`config.mk`:
```
export PLATFORM = sky130hd
export DESIGN_NAME = aes_byte_host
export DESIGN_NICKNAME = d
export VERILOG_FILES = /design/src/rtl/aes_byte_host.sv
export SDC_FILE = /design/constraint.sdc
export NUM_CORES = 1
export LEC_CHECK = 0
export BUFFER_PORTS_ARGS = -buffer_cell sky130_fd_sc_hd__clkbuf_2
export CAP_MARGIN = 20
export CORE_MARGIN = 2
export CORE_UTILIZATION = 36
export CTS_CLUSTER_DIAMETER = 100
export DETAILED_ROUTE_END_ITERATION = 12
export GPL_TIMING_DRIVEN = 0
export PLACE_DENSITY = 0.7
export SETUP_SLACK_MARGIN = 0.15
export SLEW_MARGIN = 20
export SYNTH_ARGS = -nofsm -noshare
export SYNTH_HDL_FRONTEND = slang
export SYNTH_SLANG_ARGS = --single-unit
```
`constraint.sdc`:
```
create_clock -name clock -period 4.7 [get_ports clock]
set_input_delay 0.47 -clock clock [delete_from_list [all_inputs] [get_ports clock]]
set_output_delay 0.47 -clock clock [all_outputs]
set_load 0.02 [all_outputs]
```
`src/rtl/aes_byte_host.sv`:
```
// Byte-serial host for an AES engine: loads cmd/key/data frames, runs the engine, streams result.
// Optional engine watchdog enabled by defining AES_HOST_TIMEOUT_EN.
module aes_byte_host #(
  parameter int unsigned TIMEOUT_CYCLES = 4096
) (
  input  logic         clock,
  input  logic         rst,
  input  logic         s_valid,
  input  logic [7:0]   s_data,
  output logic         s_ready,
  output logic         m_valid,
  output logic [7:0]   m_data,
  input  logic         m_ready,
  output logic [127:0] aes_key,
  output logic [127:0] aes_data_in,
  output logic         aes_enable,
  output logic         aes_ed,
  output logic         aes_reset,
  input  logic         aes_done,
  input  logic [127:0] aes_data_out,
  output logic         busy,
  output logic         timeout_err
);

  typedef enum logic [2:0] {
    StIdle,
    StLoadKey,
    StLoadData,
    StStart,
    StRun,
`ifdef AES_HOST_TIMEOUT_EN
    StSend,
    StError
`else
    StSend
`endif
  } state_e;

  state_e         state;
  logic [3:0]     byte_cnt;
  logic [127:0]   result_q;
  logic           done_q;
`ifdef AES_HOST_TIMEOUT_EN
  logic [31:0]    tmo_cnt;
`else
  assign timeout_err = 1'b0;
`endif

  assign s_ready = (state == StIdle) || (state == StLoadKey) || (state == StLoadData);
  assign busy    = (state != StIdle);
  assign m_valid = (state == StSend);
  // Result shifts left as bytes leave, so the current byte is always the top one.
  assign m_data  = result_q[127:120];

  always_ff @(posedge clock) begin
    if (rst) begin
      state       <= StIdle;
      byte_cnt    <= 4'd0;
      result_q    <= '0;
      done_q      <= 1'b0;
      aes_key     <= '0;
      aes_data_in <= '0;
      aes_enable  <= 1'b0;
      aes_ed      <= 1'b0;
      aes_reset   <= 1'b0;
`ifdef AES_HOST_TIMEOUT_EN
      tmo_cnt     <= '0;
      timeout_err <= 1'b0;
`endif
    end else begin
      done_q <= aes_done;
      unique case (state)
        StIdle: begin
          if (s_valid) begin
            aes_ed   <= s_data[0];
            byte_cnt <= 4'd0;
            state    <= StLoadKey;
`ifdef AES_HOST_TIMEOUT_EN
            timeout_err <= 1'b0;
`endif
          end
        end
        StLoadKey: begin
          if (s_valid) begin
            aes_key  <= {aes_key[119:0], s_data};
            byte_cnt <= byte_cnt + 4'd1;
            if (byte_cnt == 4'd15) state <= StLoadData;
          end
        end
        StLoadData: begin
          if (s_valid) begin
            aes_data_in <= {aes_data_in[119:0], s_data};
            byte_cnt    <= byte_cnt + 4'd1;
            if (byte_cnt == 4'd15) begin
              state     <= StStart;
              aes_reset <= 1'b1;
            end
          end
        end
        StStart: begin
          aes_reset  <= 1'b0;
          aes_enable <= 1'b1;
          state      <= StRun;
`ifdef AES_HOST_TIMEOUT_EN
          tmo_cnt    <= '0;
`endif
        end
        StRun: begin
          // Only a rising edge counts; a sticky done left over from before RUN is ignored.
          if (aes_done && !done_q) begin
            result_q   <= aes_data_out;
            aes_enable <= 1'b0;
            byte_cnt   <= 4'd0;
            state      <= StSend;
          end
`ifdef AES_HOST_TIMEOUT_EN
          else if (tmo_cnt == TIMEOUT_CYCLES - 1) begin
            aes_enable  <= 1'b0;
            aes_reset   <= 1'b1;
            timeout_err <= 1'b1;
            state       <= StError;
          end else begin
            tmo_cnt <= tmo_cnt + 32'd1;
          end
`endif
        end
        StSend: begin
          if (m_ready) begin
            result_q <= {result_q[119:0], 8'h00};
            byte_cnt <= byte_cnt + 4'd1;
            if (byte_cnt == 4'd15) state <= StIdle;
          end
        end
`ifdef AES_HOST_TIMEOUT_EN
        StError: begin
          aes_reset <= 1'b0;
          state     <= StIdle;
        end
`endif
        default: state <= StIdle;
      endcase
    end
  end

endmodule

```
# == Word level (Yosys, flattened, before mapping) ==
# Index checks and enable logic that the tools add are counted.
# totals
out_inout_bits,271
register_bits,395
word_cells,66
inputBits,141
# op_classes
n_reduce_logical,19
addsub,1
eq_ne,15
muxes,22
# ops
op,n
$mux W128,2
$pmux W128 S2,1
$mux W3,8
$pmux W3 S6,1
$mux W4,4
$pmux W4 S4,1
$ne A2 B1 Y1 const B,5
$ne A2 B2 Y1 const B,4
$reduce_and A2 Y1,4
$reduce_and A8 Y1,1
$eq A3 B2 Y1 const B,2
$eq A3 B3 Y1 const B,2
$reduce_and A3 Y1,2
$reduce_bool A2 Y1,3
$reduce_and A5 Y1,1
$add A4 B1 Y4 const B,1
$eq A4 B4 Y1 const B,1
$pmux W1 S2,2
$reduce_bool A4 Y1,1
$eq A3 B1 Y1 const B,1
$logic_not A3 Y1,1
$mux W1,3
$reduce_bool A3 Y1,1
$logic_or A1 B1 Y1,2
other kinds (3),3

# == Logic depth before layout (Yosys ltp) ==
# logic_depth
word_depth,4
mapped_depth,8
mapped_depth_nobuf,5

# == Worst setup path before layout ==
# Ideal clock, no wire load.
# synth_path
path_type,input port to flip-flop
start,in aes_done
end,reg result_q[100]
stages,5
t_required_ns,4.567
n_path_buf,2
arrival_time_ns,1.579
setup_ns,0.133
slack_ns,2.988
path_cell_list,or3b_1 -> a21oi_2 -> clkbuf_1 -> buf_2 -> a311oi_1
# synth_between
elab_chain_len,3
# synth_rtl
item,line_no,rtl
start: declaration,19,"input logic aes_done,"
$logic_and A1 B1 Y1,110,if (aes_done && !done_q) begin
$ne A2 B2 Y1 (no line),--,
$reduce_and A3 Y1 (no line),--,
end signal: assignment,111,result_q <= aes_data_out;
end signal: assignment,129,"result_q <= {result_q[119:0], 8'h00};"
end: declaration,41,logic [127:0] result_q;
# No other way between the ends.
# A chain may end at the register's enable or synchronous reset.

# == Worst setup path after layout ==
# layout_path
start,reg state[1]
end,out m_valid
# layout_between
elab_chain_len,1
# layout_rtl
item,line_no,rtl
start: declaration,39,state_e state;
start signal: assignment,57,state <= StIdle;
start signal: assignment,77,state <= StLoadKey;
start signal: assignment,87,if (byte_cnt == 4'd15) state <= StLoadData;
$eq A3 B3 Y1,51,assign m_valid = (state == StSend);
end: declaration,11,"output logic m_valid,"
# No other way between the ends.

==> out/summary.txt <==
DIE WIDTH: 207 um
post-synth cell types: 39
Filler cells: 4044
Sw Ratio: 22.1%
setup tns final: 0 ns
Sink Count: 395
met2 GRT Util: 35.6%
core area: 40700 um^2
asr flop ratio synth: 0%
area of the multi-input gates: 6130 um^2
initial antenna violation count: 3
Final Util: 46.4%
Avg Cell Area, Syn: 7.77 um^2
LEAKAGE: 7.36 nW
Die H: 207 um
antenna-violating nets left: 0
ratio of cells with drive above 1 in the final layout: 22.6%
Post-synth EDFFs: 0
Period minus WS final: 2.65 ns
crit start category: flop
CTS Buf Count: 42
YS warnings: 0
vias in the first global route: 14000
WL per Instance: 16.6 um
CTS Buffer Depth: 3
first-pass GRT wire length: 73.8 mm
Clock power frac: 47.7%
Clock Tree Root: clkbuf_16
initial DRC count: 1045
HP Start: s_data[2]
die area: 42800 um^2
Ports: 412
P_int: 5.37 mW
Netlist Area Pre-Place: 14800 um^2
met3 usage: 6.12%
FF/Latch Area: 7910 um^2
cts hold-fix bufs: 0
Placement Rows: 74
post-DR vias/cell: 5.05
crit path kind: flop to output port
Critical Path AT: 2.18 ns
Hold Path Class: input port to flop
CP endpoint kind: output port
FF-to-FF Start: state[0]$_SDFFE_PP0P_
GRT met1 Usage: 26.7%
period utilization: 56.3%
syn_nets: 2047
WP data required: 4.23 ns
DRT Pass-1 Iters: 5
area growth from synthesis to layout: 27.6%
PD cells: 365 nW/um^2
initial core utilization: 36.3%
DRC Markers: 0
Total GRT Usage: 21.7%
busiest grt layer: met2
Final setup viols: 0
Tightest Pin Transition: 0.815 ns
Main synth FF type: dfxtp_1
register share of total power: 48.8%
clk slew on worst S/H paths: 0.06 ns
final hold viol count: 0
status: complete, no violations
Syn Inst Count: 1905
dpl hpwl: 37.0 mm
routed wire length: 48.5 mm
NetSw: 1.52 mW
routability congestion estimate from global placement: 0.921
worst-path maximum fanout: 10
Max Slew Vio Count: 0
nets@finish: 2500
Clk Latency, worst-skew pair: 0.55 ns
Pwr Total: 6.89 mW
f_max: 378 MHz
total grt overflow: 0
clk_skew: 0.0152 ns
RSZ-0062 raised after global routing: false
CP startpoint: state[1]$_SDFFE_PP0P_
post-synthesis sequential area ratio: 53.4%
CTS tree: built
Port Buffer Count: 409
H-tree levels: 2
#FFs+latches synth: 395
Comb pwr share: 3.6%
VDD IR-drop max: 0.259 mV
max cap viols: 0
largest net degree at the start of global routing: 15
vias: 14800
postcts setup bufs: 0
Post-CTS Resized: 0
Max transition margin: 45.7%
==> worst max-delay path, stage by stage, from the launching register on <==
cell,delay (ns)
dfxtp_1,0.34
nand2b_1,0.22
or2_1,0.24
clkbuf_1,0.20
inv_2,0.15
buf_2,0.25
clkbuf_2,0.23
==> cells in the mapped netlist, types with 2 or more instances <==
cell type | n | area share [%]
nor2b_1 | 4 | 0.17
o31ai_1 | 2 | 0.10
nand2b_1 | 5 | 0.21
clkbuf_1 | 102 | 2.6
buf_4 | 21 | 1.1
buf_1 | 3 | 0.076
a311oi_1 | 121 | 7.2
nor2_1 | 128 | 3.2
buf_2 | 41 | 1.4
a21oi_1 | 271 | 9.2
inv_1 | 2 | 0.051
dfxtp_1 | 395 | 53
and3_1 | 2 | 0.084
nor3_1 | 4 | 0.14
a211oi_1 | 3 | 0.15
o21ai_0 | 2 | 0.068
nand2_1 | 766 | 19
nand3_1 | 12 | 0.41
==> flip-flops by register name, summed over array words and instances (netlist names) <==
signal and cells:
aes_reset 1, aes_data_in 128, byte_cnt 4, aes_ed 1, state 3, aes_enable 1
aes_key 128, result_q 128, done_q 1
==> placed cells by master, fill, tap and decap left out, types with 2 or more instances in the layout <==
cell type / instances
nand2_1: 766
clkbuf_2: 409
dfxtp_1: 395
a21oi_1: 271
nor2_1: 128
a311oi_1: 121
clkbuf_1: 112
clkbuf_16: 43
buf_2: 41
buf_4: 21
nand3_1: 12
clkbuf_8: 9
clkinv_2: 6
nand2b_1: 5
nor3_1: 4
nor2b_1: 4
a211oi_1: 3
buf_1: 3
clkinv_4: 3
diode_2: 2
o31ai_1: 2
o21ai_0: 2
inv_1: 2
and3_1: 2
bufinv_16: 2
==> power groups by stage <==
stage	clock network [mW]	logic (mW)	registers [mW]
final	3.28	0.247	3.36
after global routing	3.47	0.273	3.36
after CTS	3.35	0.248	3.36
after detailed placement	0	0.246	3.43
after global placement	0	0.244	3.43
after floorplan	0	0.116	3.44
==> per-stage QoR <==
step,std cells,hold slack [ns],worst slack [ns],instance area (um^2)
final,2923,0.151,2.05,18900
after global routing,2921,0.142,1.89,18900
after global placement,2846,0.443,2.19,17500
after CTS,2921,0.114,1.95,18900
after detailed placement,2846,0.447,2.17,17500
after floorplan,1905,0.432,2.99,14800
==> cell type report <==
class                           instances  share of cell area, %
Antenna cell                            2                 0.0265
Buffer                                167                   4.01
Clock buffer                           62                   6.55
Clock inverter                         13                  0.702
Inverter                                3                 0.0596
Multi-Input combinational cell       1340                   32.4
Sequential cell                       395                   41.9
Tap cell                              532                   3.52
Timing Repair Buffer                  409                   10.8
==> routing by layer <==
metal | vias to the layer above | share of wire [%]
met5 | - | 0.033
met4 | 2 | 3.3
met3 | 104 | 8.6
met2 | 585 | 47
met1 | 6821 | 41
li1 | 7243 | -
==> path summary, 6_finish.rpt <==
| check | cells after the start | slack, ns | to |
|---|---|---|---|
| worst max-delay path | 6 | 2.05 | m_valid |
| worst min-delay path | 3 | 0.15 | aes_key[2]$_SDFFE_PP0P_ |
| worst max register to register | 5 | 2.50 | result_q[65]$_SDFFE_PP0P_ |
| worst min register to register | 2 | 0.46 | result_q[1]$_SDFFE_PP0P_ |
==> cell families (layout without fill, tap and decap cells) <==
| logic type | after synthesis | in the layout | synth area share (%) |
|---|---|---|---|
| compound gates | 408 | 408 | 17.1 |
| fa+ha+maj | 1 | 1 | 0.0845 |
| buf+inv | 170 | 654 | 5.19 |
| flops | 395 | 395 | 53.4 |
| mux | 1 | 1 | 0.0676 |
| other cells | 1 | 3 | 0.0253 |
| simple gates | 929 | 929 | 24.1 |
(Power assumes the default switching activity.)
